## config.mk

```make
export PLATFORM = sky130hd
export DESIGN_NAME = shifter_pipe_flat
export DESIGN_NICKNAME = d
export VERILOG_FILES = /design/src/rtl/shifter_if.sv /design/src/rtl/shifter_pipe.sv /design/src/flat_wrapper.sv
export SDC_FILE = /design/constraint.sdc
export NUM_CORES = 1
export LEC_CHECK = 0
export ABC_AREA = 1
export BUFFER_PORTS_ARGS = -buffer_cell sky130_fd_sc_hd__buf_2
export CAP_MARGIN = 20
export CORE_MARGIN = 1
export CORE_UTILIZATION = 55
export CTS_CLUSTER_DIAMETER = 120
export DETAILED_ROUTE_END_ITERATION = 16
export PLACE_DENSITY = 0.78
export SYNTH_ARGS = -nofsm -noshare
export SYNTH_HDL_FRONTEND = slang
export SYNTH_SLANG_ARGS = --single-unit
export TNS_END_PERCENT = 100
```

## constraint.sdc

```tcl
create_clock -name clk -period 2.1 [get_ports clk]
set_input_delay 0.105 -clock clk [delete_from_list [all_inputs] [get_ports clk]]
set_output_delay 0.105 -clock clk [all_outputs]
set_load 0.05 [all_outputs]
```

## src/rtl/shifter_if.sv

```systemverilog
// Handshake bundle for shifter_pipe: input beat, output result and a synchronous flush.
// Valid/ready rule: a beat moves when valid && ready at a rising edge; while valid && !ready the sender holds its data stable.
interface shifter_if #(
  parameter int WIDTH = 8
) ();
  localparam int SHW = $clog2(WIDTH);

  logic             flush;
  logic             in_valid;
  logic             in_ready;
  logic [WIDTH-1:0] d_in;
  logic [2:0]       op;
  logic [SHW-1:0]   amt;
  logic             out_valid;
  logic             out_ready;
  logic [WIDTH-1:0] d_out;
  logic             out_zero;
  logic             out_carry;

  modport master (
    output flush, in_valid, d_in, op, amt, out_ready,
    input  in_ready, out_valid, d_out, out_zero, out_carry
  );

  modport slave (
    input  flush, in_valid, d_in, op, amt, out_ready,
    output in_ready, out_valid, d_out, out_zero, out_carry
  );
endinterface

```

## src/rtl/shifter_pipe.sv

```systemverilog
// Two-stage pipelined barrel shifter/rotator with zero and carry-out flags.
// S1 holds the operand, S2 holds the result; log2(WIDTH) mux layers sit between them.
module shifter_pipe #(
  parameter int WIDTH = 8,
  localparam int SHW = $clog2(WIDTH)
) (
  input logic      clk,
  input logic      rst_n,
  shifter_if.slave bus
);

  typedef enum logic [2:0] {
    OP_SLL  = 3'b000,
    OP_SRL  = 3'b001,
    OP_SRA  = 3'b010,
    OP_ROL  = 3'b011,
    OP_ROR  = 3'b100,
    OP_PASS = 3'b101,
    OP_ZERO = 3'b110,
    OP_RSVD = 3'b111
  } op_e;

  logic             s1_valid_q, s1_valid_d;
  logic [WIDTH-1:0] s1_d_q, s1_d_d;
  op_e              s1_op_q, s1_op_d;
  logic [SHW-1:0]   s1_amt_q, s1_amt_d;
  logic             out_valid_q, out_valid_d;
  logic [WIDTH-1:0] out_d_q, out_d_d;
  logic             out_zero_q, out_zero_d;
  logic             out_carry_q, out_carry_d;

  logic             s2_ready;
  logic             in_ready_w;
  logic             accept;
  logic [WIDTH-1:0] result;
  logic             carry;
  logic [SHW-1:0]   sll_idx;
  logic [SHW-1:0]   srl_idx;

  // Layer k conditionally moves the word by 2**k; SRA fill always comes from the operand's MSB.
  logic [WIDTH-1:0] lyr [SHW+1];
  assign lyr[0] = s1_d_q;

  for (genvar k = 0; k < SHW; k++) begin : g_lyr
    localparam int S = 1 << k;
    logic [WIDTH-1:0] moved;
    always_comb begin
      moved = lyr[k];
      case (s1_op_q)
        OP_SLL:  moved = {lyr[k][WIDTH-1-S:0], {S{1'b0}}};
        OP_SRL:  moved = {{S{1'b0}}, lyr[k][WIDTH-1:S]};
        OP_SRA:  moved = {{S{s1_d_q[WIDTH-1]}}, lyr[k][WIDTH-1:S]};
        OP_ROL:  moved = {lyr[k][WIDTH-1-S:0], lyr[k][WIDTH-1:WIDTH-S]};
        OP_ROR:  moved = {lyr[k][S-1:0], lyr[k][WIDTH-1:S]};
        default: moved = lyr[k];
      endcase
    end
    assign lyr[k+1] = s1_amt_q[k] ? moved : lyr[k];
  end

  // WIDTH-amt wraps to -amt in SHW bits; only used when amt != 0.
  always_comb begin
    sll_idx = SHW'(0) - s1_amt_q;
    srl_idx = s1_amt_q - SHW'(1);
    result  = (s1_op_q == OP_ZERO || s1_op_q == OP_RSVD) ? '0 : lyr[SHW];
    carry   = 1'b0;
    if (s1_amt_q != '0) begin
      case (s1_op_q)
        OP_SLL:          carry = s1_d_q[sll_idx];
        OP_SRL, OP_SRA:  carry = s1_d_q[srl_idx];
        OP_ROL:          carry = result[0];
        OP_ROR:          carry = result[WIDTH-1];
        default:         carry = 1'b0;
      endcase
    end
  end

  // Flush wins over a same-cycle accept or consume; in_ready itself ignores flush.
  always_comb begin
    s2_ready    = !out_valid_q || bus.out_ready;
    in_ready_w  = !s1_valid_q || s2_ready;
    accept      = bus.in_valid && in_ready_w && !bus.flush;

    s1_d_d      = s1_d_q;
    s1_op_d     = s1_op_q;
    s1_amt_d    = s1_amt_q;
    out_valid_d = out_valid_q;
    out_d_d     = out_d_q;
    out_zero_d  = out_zero_q;
    out_carry_d = out_carry_q;

    if (accept) begin
      s1_d_d   = bus.d_in;
      s1_op_d  = op_e'(bus.op);
      s1_amt_d = bus.amt;
    end
    s1_valid_d = accept || (s1_valid_q && !s2_ready);

    if (s2_ready) begin
      out_valid_d = s1_valid_q;
      if (s1_valid_q) begin
        out_d_d     = result;
        out_zero_d  = (result == '0);
        out_carry_d = carry;
      end
    end

    if (bus.flush) begin
      s1_valid_d  = 1'b0;
      out_valid_d = 1'b0;
    end
  end

  always_ff @(posedge clk or negedge rst_n) begin
    if (!rst_n) begin
      s1_valid_q  <= 1'b0;
      s1_d_q      <= '0;
      s1_op_q     <= OP_SLL;
      s1_amt_q    <= '0;
      out_valid_q <= 1'b0;
      out_d_q     <= '0;
      out_zero_q  <= 1'b0;
      out_carry_q <= 1'b0;
    end else begin
      s1_valid_q  <= s1_valid_d;
      s1_d_q      <= s1_d_d;
      s1_op_q     <= s1_op_d;
      s1_amt_q    <= s1_amt_d;
      out_valid_q <= out_valid_d;
      out_d_q     <= out_d_d;
      out_zero_q  <= out_zero_d;
      out_carry_q <= out_carry_d;
    end
  end

  assign bus.in_ready  = in_ready_w;
  assign bus.out_valid = out_valid_q;
  assign bus.d_out     = out_d_q;
  assign bus.out_zero  = out_zero_q;
  assign bus.out_carry = out_carry_q;

endmodule
```

## src/flat_wrapper.sv

```systemverilog
// flat-port wrapper written by rule: the top's interface ports become plain ports
module shifter_pipe_flat 
#(
  parameter int WIDTH = 8,
  localparam int SHW = $clog2(WIDTH)
)
  (clk, rst_n, bus_flush, bus_in_valid, bus_d_in, bus_op, bus_amt, bus_out_ready, bus_in_ready, bus_out_valid, bus_d_out, bus_out_zero, bus_out_carry);
  shifter_if #(.WIDTH(WIDTH)) bus_i ();
  input logic clk;
  input logic rst_n;
  input wire logic [$bits(bus_i.flush)-1:0] bus_flush;
  input wire logic [$bits(bus_i.in_valid)-1:0] bus_in_valid;
  input wire logic [$bits(bus_i.d_in)-1:0] bus_d_in;
  input wire logic [$bits(bus_i.op)-1:0] bus_op;
  input wire logic [$bits(bus_i.amt)-1:0] bus_amt;
  input wire logic [$bits(bus_i.out_ready)-1:0] bus_out_ready;
  output wire logic [$bits(bus_i.in_ready)-1:0] bus_in_ready;
  output wire logic [$bits(bus_i.out_valid)-1:0] bus_out_valid;
  output wire logic [$bits(bus_i.d_out)-1:0] bus_d_out;
  output wire logic [$bits(bus_i.out_zero)-1:0] bus_out_zero;
  output wire logic [$bits(bus_i.out_carry)-1:0] bus_out_carry;
  assign bus_i.flush = bus_flush;
  assign bus_i.in_valid = bus_in_valid;
  assign bus_i.d_in = bus_d_in;
  assign bus_i.op = bus_op;
  assign bus_i.amt = bus_amt;
  assign bus_i.out_ready = bus_out_ready;
  assign bus_in_ready = bus_i.in_ready;
  assign bus_out_valid = bus_i.out_valid;
  assign bus_d_out = bus_i.d_out;
  assign bus_out_zero = bus_i.out_zero;
  assign bus_out_carry = bus_i.out_carry;
  shifter_pipe #(.WIDTH(WIDTH)) u_core (.clk(clk), .rst_n(rst_n), .bus(bus_i));
endmodule
```

Word level (Yosys, flattened, before mapping)
Cells that the tools add are included.
- bits of input ports: 19
- bits in registers: 26
- output and inout bits: 12
- $lt $le $gt $ge: 2
- multiplexer cells: 16
- equality and inequality tests: 6
- add/sub/neg operators: 2
- reduce and logical (&&, ||, !) cells: 18
- operators by type and width (kind ; number):
    8-bit one-hot mux with 5 select lines ; 2
    8-bit two-way mux ; 4
    8-bit one-hot mux with 4 select lines ; 1
    3-bit == test (second input constant) ; 3
    8-bit logical NOT ; 1
    3-bit by 4-bit less-than comparator with 1-bit output (second input constant) ; 2
    1-bit binary-select mux with 3-bit select ; 2
    3-bit by 2-bit == test with 1-bit output (second input constant) ; 2
    1-bit two-way mux ; 6
    1-bit logical NOT ; 4
    1-bit logical OR ; 4
    1-bit one-hot mux with 4 select lines ; 1
    2-bit OR reduction ; 2
    3-bit by 1-bit == test with 1-bit output (second input constant) ; 1
    1-bit logical AND ; 3
    3-bit logical NOT ; 1
    3-bit nonzero test ; 1
    1-bit by 3-bit subtractor with 3-bit output (first input constant) ; 1
    3-bit by 1-bit subtractor with 3-bit output (second input constant) ; 1
    2-bit AND reduction ; 1
    2-bit nonzero test ; 1

Logic depth before layout (Yosys ltp)
- depth after elaboration: 10
- mapped depth: 18
- depth with buffers taken out: 18

Least setup slack after synthesis
No wires, ideal clock.
- path kind: register to register
- from: register u_core.out_valid_q, in the netlist u_core.bus.out_valid
- to: register u_core.s1_amt_q[2]
- slack: -0.025 ns
- path buffers: 1
- stages on the path, launching flop included: 6
- clock period less this slack: 2.125 ns
- arrival time: 2.048 ns
- setup time: 0.078 ns
- cell sequence: dfrtp_1 nand3_1 nand2_1 clkbuf_1 nor2_1 a21oi_1
- cells in the longest elaborated chain, start to end: 5
- ends and longest elaborated chain (element ; line ; text):
    start, declared ; shifter_pipe.sv:27 ; logic out_valid_q, out_valid_d;
    start signal, assigned ; shifter_pipe.sv:129 ; out_valid_q <= out_valid_d;
    1-bit logical NOT ; shifter_pipe.sv:80 ; s2_ready = !out_valid_q || bus.out_ready;
    1-bit logical OR ; shifter_pipe.sv:80 ;
    1-bit logical OR ; shifter_pipe.sv:81 ; in_ready_w = !s1_valid_q || s2_ready;
    named net bus_in_ready ; flat_wrapper.sv:17 ; output wire logic [$bits(bus_i.in_ready)-1:0] bus_in_ready;
    1-bit logical AND (2 in series) ; shifter_pipe.sv:82 ; accept = bus.in_valid && in_ready_w && !bus.flush;
    end signal, assigned ; shifter_pipe.sv:128 ; s1_amt_q <= s1_amt_d;
    end, declared ; shifter_pipe.sv:26 ; logic [SHW-1:0] s1_amt_q, s1_amt_d;
The timed path passes the listed nets, and every way through them passes these cells.
A chain may end at the register's enable or synchronous reset.

Worst setup path in the final report
- from: register u_core.s1_op_q[1]
- to: register u_core.out_zero_q, in the netlist u_core.bus.out_zero
- cells in the longest elaborated chain, start to end: 9
- elaborated cells between the ends (all ways): 17
- classes of those cells: 6 x eq/ne; 7 x mux; 4 x reduce/logical
- ends and longest elaborated chain (element ; line ; text):
    start, declared ; shifter_pipe.sv:25 ; op_e s1_op_q, s1_op_d;
    start signal, assigned ; shifter_pipe.sv:127 ; s1_op_q <= s1_op_d;
    3-bit == test (tied with other cells) ; shifter_pipe.sv:49 ; case (s1_op_q)
    8-bit one-hot mux with 5 select lines ; shifter_pipe.sv:49 ;
    8-bit two-way mux ; shifter_pipe.sv:58 ; assign lyr[k+1] = s1_amt_q[k] ? moved : lyr[k];
    8-bit one-hot mux with 5 select lines ; shifter_pipe.sv:49 ;
    8-bit two-way mux ; shifter_pipe.sv:58 ;
    8-bit one-hot mux with 4 select lines ; shifter_pipe.sv:49 ;
    8-bit two-way mux ; shifter_pipe.sv:58 ;
    8-bit two-way mux (*) ; shifter_pipe.sv:65 ; result = (s1_op_q == OP_ZERO || s1_op_q == OP_RSVD) ? '0 : lyr[SHW];
    8-bit logical NOT (*) ; shifter_pipe.sv:103 ; out_zero_d = (result == '0);
    end signal, assigned ; shifter_pipe.sv:131 ; out_zero_q <= out_zero_d;
    end, declared ; shifter_pipe.sv:29 ; logic out_zero_q, out_zero_d;
Every way passes the cells marked *; elsewhere a longest branch is shown, timed or not.

==> results.ini <==
[power]
vdd_drop_max_v = 0.000425
seqPwrFrac_pct = 31.6
p_comb_share_pct = 52.1
p_sw_uw = 984
swShare_pct = 46.8
power.density_nw_per_um2 = 941
p_clk_share_pct = 16.3
power_mw = 2.10
p_leak_nw = 1.21
intPower_mw = 1.12

[worst_setup_path]
reg2reg_to = u_core.bus.out_zero
rr_worst_depth = 14
path_depth = 14
crit_path_max_fanout = 6
r2r-start = u_core.s1_op_q[1]
crit_slowest_cell = dfrtp_2
cp-end-kind = flip-flop
cp.required_ns = 2.37
reg2reg_slack_ns = 0.14
cp_num_buf_inv = 1
cp_slowest_stage_delay_ns = 0.49
crit_path_cell_trace = nor2_4 -> nor2_4 -> nor2_4 -> buf_6 -> nand3_1 -> nand3_1 -> nand3_2 -> nand3_1 -> nand2_1 -> nand2_1 -> nand2_1 -> nor2_1 -> nand3_1 -> nand2_1
cp_top_family = simple AND/OR/NAND/NOR gates
path_class = flip-flop to flip-flop
arrival_ns = 2.23
start_kind = flip-flop

[clocking]
clk_pin_slew_ns = 0.14
cts_tree = done
clock_sinks = 26
cts-buffers-inserted = 3
htreeDepth = 1
root_buffer = clkbuf_4
insertion_delay_ns = 0.32
clockBufferDepth = 2

[yosys]
synth_cell_types = 22
synthFlopType = dfrtp_1
ys_ff_latch = 26
synth_edf_count = 0
synth_warnings = 0
yosysSeqAreaShare_pct = 35.2
synth_top_area_share_pct = 35.2
netlist_area_um2 = 1850
syn-num-nets = 308
synthTopCellsByArea = dfrtp_1 (35%), nand2_1 (19%), nand3_1 (13%), a21oi_1 (7.0%), inv_1 (4.5%)
synth_area_leader_cell = dfrtp_1
syn_area_per_cell_um2 = 6.46
async_reset_ff_share_pct = 100
synthCells = 286

[route]
drt_iter0_markers = 115
drt-total-wl_mm = 4.73
detail-route-antenna-nets = 0
wl_per_cell_um = 12.9
vias_per_cell = 5.45
vias = 1993
drt_first_pass_iters = 4
drcViolationCount = 0

[floorplanning]
initial_core_util_pct = 59.1
ios = 31
fp.coreArea_um2 = 3130
fp-row-count = 20
die_area_um2 = 3600
die_w_um = 60.0
fp.dieH_um = 60.0

[timing]
worstMarginPinSlew_ns = 0.842
drv_slew = 0
fmax_ghz = 0.510
finalSetupViolations = 0
min_period_over_period_pct = 93.4
slew_headroom_pct = 43.7
setup_ws_ns = 0.138
fin_skew_ns = 0.00249
fin_setup_tns_ns = 0
hold_viol_final = 0
min_period_ns = 1.96
fin_hold_ws_ns = 0.0180

[global_route]
use_met2_pct = 44.4
busiest_layer = met2
met3_usage_pct = 1.95
gr-usage-all-layers_pct = 27.4
use_met1_pct = 39.8
grt_max_degree = 29
grt_pass1_wl_mm = 7.44
grt_pass1_vias = 1724
antenna_found_initial = 0
grt_overflow_total = 0

[worst_hold_path]
hold_class = primary input to flip-flop
min_to = u_core.s1_amt_q[0]
holdPathStages = 3
min_from = bus_amt[0]

[place]
place_ws_ns = 0.0927
placedInstanceArea_um2 = 2060
port_buffers = 30
gp_congestion = 0.893
hpwlAfterDp_mm = 3.44
placedCellCount = 358

[finish]
fill_cells = 286
final_common_cell = nand2_1
final_area_um2 = 2240
post-route-util_pct = 71.5
nNetsFinal = 345
layout_common_cells = nand2_1 (85), nand3_1 (43), buf_2 (30), a21oi_1 (25), dfrtp_1 (23)
stdcell_count = 366
insertedDiodeCount = 0
area_growth_pct = 21.0
drive_gt1_share_pct = 23.6

[run]
maxCapViolations = 0

[status]
status = complete, no violations

[tightest hold or removal path, delay by kind of cell]
family          cells  cell delay [ns]
compound gates      1             0.09
buf+inv             1             0.07
simple gates        1             0.03
[cell type report]
| cell class | count | area, um2 | area share [%] |
|---|---|---|---|
| multi-input combinational | 226 | 1140 | 51.0 |
| sequential | 26 | 654 | 29.3 |
| timing repair buffer | 40 | 234 | 10.5 |
| inverter | 26 | 100 | 4.48 |
| tap | 44 | 55.1 | 2.46 |
| clock inverter | 1 | 30.0 | 1.34 |
| clock buffer | 3 | 22.5 | 1.01 |
[sequential cells by signal, indices dropped and copies added, names as in the netlist]
name	flops
u_core.bus.out_carry	1
u_core.s1_amt_q	3
u_core.s1_valid_q	1
u_core.bus.d_out	8
u_core.bus.out_valid	1
u_core.bus.out_zero	1
u_core.s1_op_q	3
u_core.s1_d_q	8
[Yosys cell counts (2+ instances only)]
master	instances
a21oi_1	26
buf_2	3
clkbuf_1	4
dfrtp_1	26
ha_1	3
inv_1	22
inv_2	4
nand2_1	93
nand2_2	4
nand3_1	49
nand3_2	2
nand4_1	2
nor2_1	22
nor2_4	3
o21ai_0	16
[worst max path at each step]
stage | from | endpoint | slack, ns
2_1_floorplan | u_core.s1_amt_q[0] | u_core.bus.out_carry | 0.14
3_3_place_gp | u_core.s1_op_q[1] | u_core.bus.out_zero | 0.13
3_5_place_dp | u_core.s1_op_q[1] | u_core.bus.out_zero | 0.09
4_1_cts | u_core.s1_op_q[1] | u_core.bus.out_zero | 0.07
5_1_grt | u_core.s1_op_q[0] | u_core.bus.out_carry | -0.03
6_report | u_core.s1_op_q[1] | u_core.bus.out_zero | 0.14
[cell families (layout without fill, tap and decap cells)]
kind of cell             Yosys count  after routing  synth area share (%)
adder cells (fa/ha/maj)            3              3                  2.03
AND/OR/NAND/NOR                  177            177                  42.2
AO/OA/AOI/OAI                     46             46                  13.1
buffers and inverters             34             70                  7.51
flip-flops                        26             26                  35.2
[metal layers]
layer | up-vias | share of wire [%]
met2 | 68 | 48
met1 | 909 | 47
met3 | 4 | 4.9
li1 | 1012 | -
met5 | - | 0
met4 | 0 | 0.61
[power by group through the flow]
stage	logic (mW)	registers (mW)	clock network [mW]
finish	1.10	0.664	0.343
global route	1.21	0.674	0.370
CTS	1.01	0.662	0.351
detailed placement	1.00	0.672	0
global placement	0.998	0.668	0
floorplan	0.583	0.849	0
[what timing repair did]
action / 4_1_cts / 5_1_grt
setup endpoints to repair: 0 / 6
hold buffers: 2 / 0
resized for setup: 0 / 25
hold endpoints to repair: 28 / 0
setup buffers: 0 / 2
Power figures use the tool's default switching activity.
